## config.mk

```make
export PLATFORM = sky130hd
export DESIGN_NAME = pc_fetch
export DESIGN_NICKNAME = d
export VERILOG_FILES = /design/src/rtl/pc_fetch.sv
export SDC_FILE = /design/constraint.sdc
export NUM_CORES = 1
export LEC_CHECK = 0
export ABC_AREA = 1
export CAP_MARGIN = 20
export CELL_PAD_IN_SITES_DETAIL_PLACEMENT = 0
export CELL_PAD_IN_SITES_GLOBAL_PLACEMENT = 2
export CORE_UTILIZATION = 26
export CTS_CLUSTER_SIZE = 30
export DETAILED_ROUTE_END_ITERATION = 8
export PLACE_DENSITY = 0.88
export RECOVER_POWER = 50
export SLEW_MARGIN = 20
export SYNTH_ARGS = -nofsm -noshare
export SYNTH_HDL_FRONTEND = slang
export SYNTH_SLANG_ARGS = --single-unit
```

## constraint.sdc

```tcl
create_clock -name clk -period 2.1 [get_ports clk]
set_clock_uncertainty 0.05 [all_clocks]
set_input_delay 0.525 -clock clk [delete_from_list [all_inputs] [get_ports clk]]
set_output_delay 0.525 -clock clk [all_outputs]
set_load 0.01 [all_outputs]
```

## src/rtl/pc_fetch.sv

```systemverilog
// pc_fetch: instruction-fetch stage feeding the IF/ID register.
// Owns the PC, issues word fetches over a req/ack bus, presents {if_pc, if_inst}
// or a zero bubble, and buffers a returned word while the pipeline is frozen.
// Optional build macro: IF_ALIGN_CHECK_EN (adds if_excp_adel, misaligned-PC check).
//
// state | meaning
// IDLE  | one dead cycle after reset, no request, bubble out
// REQ   | request outstanding at pc; word presented in the ack cycle
// HOLD  | word returned while frozen; re-presented from buffer, no request
module pc_fetch #(
   parameter int          ADDR_W   = 32,
   parameter int          INST_W   = 32,
   parameter logic [31:0] RESET_PC = 32'h0000_0000,
   parameter int          PC_STEP  = 4
) (
   input  logic              clk,
   input  logic              rst_n,
   input  logic [5:0]        stall,
   input  logic              branch_flag_i,
   input  logic [ADDR_W-1:0] branch_target_i,
   input  logic [INST_W-1:0] ibus_rdata,
   input  logic              ibus_ack,
   output logic              ibus_req,
   output logic [ADDR_W-1:0] ibus_addr,
   output logic [ADDR_W-1:0] if_pc,
   output logic [INST_W-1:0] if_inst,
`ifdef IF_ALIGN_CHECK_EN
   output logic              if_excp_adel,
`endif
   output logic              stallreq_if
);

   typedef enum logic [1:0] {
      IDLE = 2'd0,
      REQ  = 2'd1,
      HOLD = 2'd2
   } state_t;

   state_t            state, state_nxt;
   logic [ADDR_W-1:0] pc;
   logic [ADDR_W-1:0] next_pc;
   logic [ADDR_W-1:0] redirect_target;
   logic              redirect_pend;
   logic [INST_W-1:0] buffer;
   logic              advance;
   logic              word_ack;
   logic [INST_W-1:0] word_data;
   logic              misalign;
   logic              stop;

   assign stop = stall[0];

`ifdef IF_ALIGN_CHECK_EN
   logic excp_buf;
   // A misaligned PC in REQ is completed locally as a faulting "fetch"
   assign misalign  = (state == REQ) && (pc[1:0] != 2'b00);
   assign ibus_addr = pc;
`else
   assign misalign  = 1'b0;
   assign ibus_addr = {pc[ADDR_W-1:2], 2'b00};
`endif

   assign word_ack  = ibus_ack || misalign;
   assign word_data = misalign ? '0 : ibus_rdata;

   // Branch pulse wins over a pending redirect, which wins over sequential
   always_comb begin
      if (branch_flag_i)
         next_pc = branch_target_i;
      else if (redirect_pend)
         next_pc = redirect_target;
      else
         next_pc = pc + ADDR_W'(PC_STEP);
   end

   // Next state, PC-advance decision and presented outputs
   always_comb begin
      state_nxt   = state;
      advance     = 1'b0;
      ibus_req    = 1'b0;
      if_pc       = '0;
      if_inst     = '0;
      stallreq_if = 1'b0;
      case (state)
         IDLE: begin
            state_nxt = REQ;
         end
         REQ: begin
            ibus_req = !misalign;
            if (word_ack) begin
               if_pc   = pc;
               if_inst = word_data;
               if (stop)
                  state_nxt = HOLD;
               else
                  advance = 1'b1;
            end else begin
               stallreq_if = 1'b1;
            end
         end
         HOLD: begin
            if_pc   = pc;
            if_inst = buffer;
            if (!stop) begin
               advance   = 1'b1;
               state_nxt = REQ;
            end
         end
         default: state_nxt = IDLE;
      endcase
   end

`ifdef IF_ALIGN_CHECK_EN
   // Fault flag follows the presented word, including its HOLD replay
   always_comb begin
      if_excp_adel = 1'b0;
      if (state == REQ)
         if_excp_adel = misalign;
      else if (state == HOLD)
         if_excp_adel = excp_buf;
   end

   // Remember whether the buffered word was a faulting one
   always_ff @(posedge clk or negedge rst_n) begin
      if (!rst_n)
         excp_buf <= 1'b0;
      else if (state == REQ && word_ack && stop)
         excp_buf <= misalign;
   end
`endif

   // State register
   always_ff @(posedge clk or negedge rst_n) begin
      if (!rst_n)
         state <= IDLE;
      else
         state <= state_nxt;
   end

   // PC only moves on an advance edge, keeping ibus_addr stable until ack
   always_ff @(posedge clk or negedge rst_n) begin
      if (!rst_n)
         pc <= RESET_PC[ADDR_W-1:0];
      else if (advance)
         pc <= next_pc;
   end

   // Capture the returned word when the pipeline is frozen in the ack cycle
   always_ff @(posedge clk or negedge rst_n) begin
      if (!rst_n)
         buffer <= '0;
      else if (state == REQ && word_ack && stop)
         buffer <= word_data;
   end

   // A branch seen while the PC is parked is remembered until the next advance
   always_ff @(posedge clk or negedge rst_n) begin
      if (!rst_n) begin
         redirect_pend   <= 1'b0;
         redirect_target <= '0;
      end else if (advance) begin
         redirect_pend   <= 1'b0;
      end else if (branch_flag_i) begin
         redirect_pend   <= 1'b1;
         redirect_target <= branch_target_i;
      end
   end

endmodule
```

Word level (Yosys, flattened, before mapping)
Cells that the tools add are included.
Widths: inputs -> output; s select.
- logic and storage cells: 36
- output and inout bits: 98
- input bits: 74
- bits in registers: 99
- add/subtract/negate cells: 1
- multiplexer cells: 18
- equal/unequal tests: 5
- bitwise logic cells: 1
- reduce and logical (&&, ||, !) cells: 6
- operator list (operator ; count):
    $mux 32 ; 4
    $pmux 32 s2 ; 2
    $add 32x3->32 const B ; 1
    $mux 1 ; 7
    $mux 2 ; 3
    $ne 2x2->1 const B ; 3
    $pmux 2 s3 ; 1
    $reduce_and 3->1 ; 1
    $eq 2x1->1 const B ; 1
    $eq 2x2->1 const B ; 1
    $logic_and 1x1->1 ; 2
    $logic_not 2->1 ; 1
    $pmux 1 s2 ; 1
    $reduce_and 2->1 ; 1
    $reduce_bool 2->1 ; 1
    $not 1->1 ; 1

Logic depth before layout (Yosys ltp)
- depth in word-level cells: 5
- gate-level depth with buffers: 11

Worst setup path after synthesis
OpenSTA, ideal clock, no wires.
- path kind: reg-to-output
- start: register state[1]
- end: output if_inst[0]
- buffers on the path: 1
- stages on the path, launching flop included: 8
- slack: 83 ps
- arrival: 1442 ps
- path through: dfrtp_1 inv_1 ha_1 nand2_1 inv_2 clkbuf_1 nand2_1 a21oi_1
- longest elaborated chain between the ends: 2
- elaborated cells between the ends (all ways): 3
- those cells by class: eq/ne: 2; mux: 1
- ends and longest elaborated chain (item ; RTL line ; text):
    start, declared ; 39 ; state_t state, state_nxt;
    start signal, assigned ; 137 ; state <= state_nxt;
    $eq 2x2->1 or $eq 2x1->1 (tied branches) ; 84 ; case (state)
    $pmux 32 s2 (*) ; 84 ;
    end, declared ; 26 ; output logic [INST_W-1:0] if_inst,
Every way passes the cells marked *; elsewhere a longest branch is shown, timed or not.

Worst setup path after layout
- start: register state[0]
- end: output if_pc[19]
- longest elaborated chain between the ends: 2
- elaborated cells between the ends (all ways): 3
- those cells by class: eq/ne: 2; mux: 1
- ends and longest elaborated chain (item ; RTL line ; text):
    $eq 2x2->1 or $eq 2x1->1 (tied branches) ; 84 ;
    $pmux 32 s2 (*) ; 84 ;
    end, declared ; 25 ; output logic [ADDR_W-1:0] if_pc,
Marks and branches as above.

==> qor.csv <==
metric;value;unit
cts_inserted_buffers;9;
end_kind;output port;
finalHoldViolations;0;
grt_pass1_vias;5791;
grt_use_total;0.1721;
avgSynthCellArea;7.169;µm²
p_sw_frac;0.4295;
cts_tree;built;
synth_top_area_share;0.4080;
grt_overflow;0;
p_switching;0.004764;W
min_path_type;reg -> reg;
cp_max_fo;8;
status;complete, but fails checks;
areaGrowthSynthToFinish;45.68;%
drive_above_1_share;0.2559;
clock_path_buffers;2;
cts_hold_buf;0;
setup_tns;-17.16;ns
grt_max_degree;100;
pin_count;172;
min_from;redirect_target[29]$_DFFE_PN0P_;
coreArea;22780;µm²
fin_nets;1096;
start_util;0.2666;
syn_area;6072;µm²
synth_warnings;0;
nFillCells;2440;
max_stage_delay;0.45;ns
combPwrFrac;0.558;
antenna_found_initial;3;
dp_hpwl;13700;µm
cp.buffers_inverters;4;
critical_path_arrival;1.88;ns
dieArea;23970;µm²
clk-insertion-delay-late;0.35;ns
r2r_cells;11;
cp_slowest_cell;dfrtp_2;
fmax;407.6;MHz
intPower;0.006328;W
crit_required;1.52;ns
yosysUniqueCellTypes;40;
hold_end;redirect_target[29]$_DFFE_PN0P_;
slew_headroom;-0.005518;
yosys-top-cells-area;dfrtp_1, nand2_1, nor2_1, o21ai_0, nand3_1;
globalplace.congestion;0.8397;
final_antenna_net_count;0;
reg2reg_from;state[0]$_DFFE_PN0P_;
cp_top_family;flip-flops;
drv_slew;99;
path_cells;ha_4 -> nand2_2 -> inv_2 -> or2_4 -> nand2_8 -> buf_12 -> buf_16 -> nor2_1 -> buf_2;
layout_setup_ws;-0.3533;ns
die-height;154.8;µm
power-per-cell-area;1254;nW/µm²
yosysSeqAreaShare;0.4080;
clkSlewWorstSetupHoldPaths;0.07;ns
dr.pass1.iters;5;
cp-start-kind;flip-flop;
root_buffer;clkbuf_16;
p_leak;4.235;nW
violations;slew limit, setup timing;
synth_seq_cells;99;
r2r_end;pc[16]$_DFFE_PN0P_;
routed_via_density;4.516;
worst-path-stages;9;
syn_inst;847;
initialDrtViolationCount;239;
rows;55;
pwr-share-clk;0.153;
critPathKind;reg -> out;
num_vias;6020;
vdd.ir_drop.worst;0.6800;mV
fp.dieW;154.8;µm
period_needed;2.453;ns
rrSetupSlack;0.20;ns
hold_depth;2;
wl;20280;µm
drc;0;
synth_area_leader_cell;dfrtp_1;
tightestPinTransition;1.508;ns
cap_violations;0;
setup_viol;64;
post-route-period-util;1.168;
p_seq_frac;0.289;
antenna_cells;0;
wl_per_cell;15.22;µm
port_buffers;164;
grt_pass1_wl;31980;µm
cts.sinks;99;
finalPower;0.01109;W
post-route-util;0.3884;
cts_max_level;3;
rsz0062_at_grt;true;
[cells by family after synthesis]
| family | share of synthesized area |
|---|---|
| adder cells (fa/ha/maj) | 0.01030 |
| flip-flops | 0.4080 |
| AND/OR/NAND/NOR | 0.3046 |
| buffers and inverters | 0.1240 |
| other | 0.0006176 |
| XOR/XNOR | 0.004328 |
| AO/OA/AOI/OAI | 0.1482 |
[sequential cells by signal, summed over array words and instances (netlist names)]
name             flops
buffer              32
state                2
redirect_target     32
pc                  32
redirect_pend        1
[how the worst max path moves through the flow]
stage / startpoint / to / slack, ns
after global placement: ibus_ack / if_inst[6] / -0.70
final: state[0]$_DFFE_PN0P_ / if_pc[19] / -0.35
after CTS: state[0]$_DFFE_PN0P_ / if_pc[21] / -0.36
after global routing: state[1]$_DFFE_PN0P_ / if_pc[22] / -0.41
after floorplan: state[1]$_DFFE_PN0P_ / if_inst[0] / 0.08
after detailed placement: ibus_ack / if_pc[11] / -0.72
[worst register-to-register path, stage by stage (launching register included)]
cell     delay, ns
dfrtp_2       0.45
ha_4          0.18
nand2_2       0.06
inv_2         0.05
or2_4         0.26
buf_4         0.15
nand3_4       0.14
inv_2         0.09
nand2_1       0.09
buf_4         0.16
nand3_1       0.07
o21ai_1       0.09
[synthesized netlist by cell type, drive strengths merged]
| library cell | n |
|---|---|
| a21boi | 8 |
| clkbuf | 18 |
| a21oi | 38 |
| nand2 | 278 |
| nor3 | 1 |
| nand4 | 1 |
| inv | 74 |
| a22oi | 10 |
| a31oi | 6 |
| o221ai | 1 |
| or2 | 1 |
| xnor2 | 1 |
| o21ai | 78 |
| o31ai | 1 |
| conb | 1 |
| dfrtp | 99 |
| o211ai | 1 |
| buf | 56 |
| and2 | 1 |
| a221oi | 1 |
| nand3 | 58 |
| a22o | 10 |
| nor2 | 97 |
| xor2 | 2 |
| ha | 5 |
[placed cells by master, fill, tap and decap left out, drive strengths merged, types with 19 or more instances in the layout]
master / instances
clkdlybuf4s50: 96
nand2: 278
a21oi: 38
nand3: 58
clkbuf: 19
buf: 126
nor2: 97
o21ai: 78
inv: 74
dfrtp: 99
[area by class of cell]
class,count,area (µm²),share of cell area
clock inverters,3,40.04,0.004526
repair buffers,232,2146,0.2426
flip-flops and latches,99,2479,0.2802
clock buffers,11,242.7,0.02744
inverters,74,277.8,0.03140
well taps,313,391.6,0.04427
multi-input cells,601,3269,0.3696
[per-layer routing]
metal / up-vias / part of all wire / track usage
met3: 22 / 0.067 / 0.04343
met4: 4 / 0.012 / 0.04809
li1: 3004 / - / -
met5: - / 0.0012 / 0
met2: 173 / 0.46 / 0.2728
met1: 2817 / 0.46 / 0.2313
[timing repair]
item / CTS / global route
resized for setup: 299 / 96
setup buffers: 6 / 8
endpoints found under the setup margin: 66 / 64
gates cloned: 4 / 3
pin swaps: 4 / 28
hold endpoints to repair: 0 / 0
[per-stage QoR]
stage / cell area, µm² / hold slack, ns / instances / setup slack [ns]
final: 8846 / 0.4236 / 1333 / -0.3533
after global routing: 8846 / 0.4442 / 1333 / -0.4129
after CTS: 8424 / 0.2203 / 1324 / -0.3623
after detailed placement: 8162 / 0.4088 / 1300 / -0.7178
after global placement: 8162 / 0.4037 / 1300 / -0.7037
after floorplan: 6076 / 0.1794 / 848 / 0.08325
[power groups by stage]
stage / registers, W / logic [W] / clock network, W
floorplan: 0.00311 / 0.00327 / 0
global placement: 0.00319 / 0.00558 / 0
detailed placement: 0.00322 / 0.00559 / 0
CTS: 0.00319 / 0.00587 / 0.00176
global route: 0.00332 / 0.00683 / 0.00182
finish: 0.00321 / 0.00619 / 0.00169
Power figures use the tool's default switching activity.
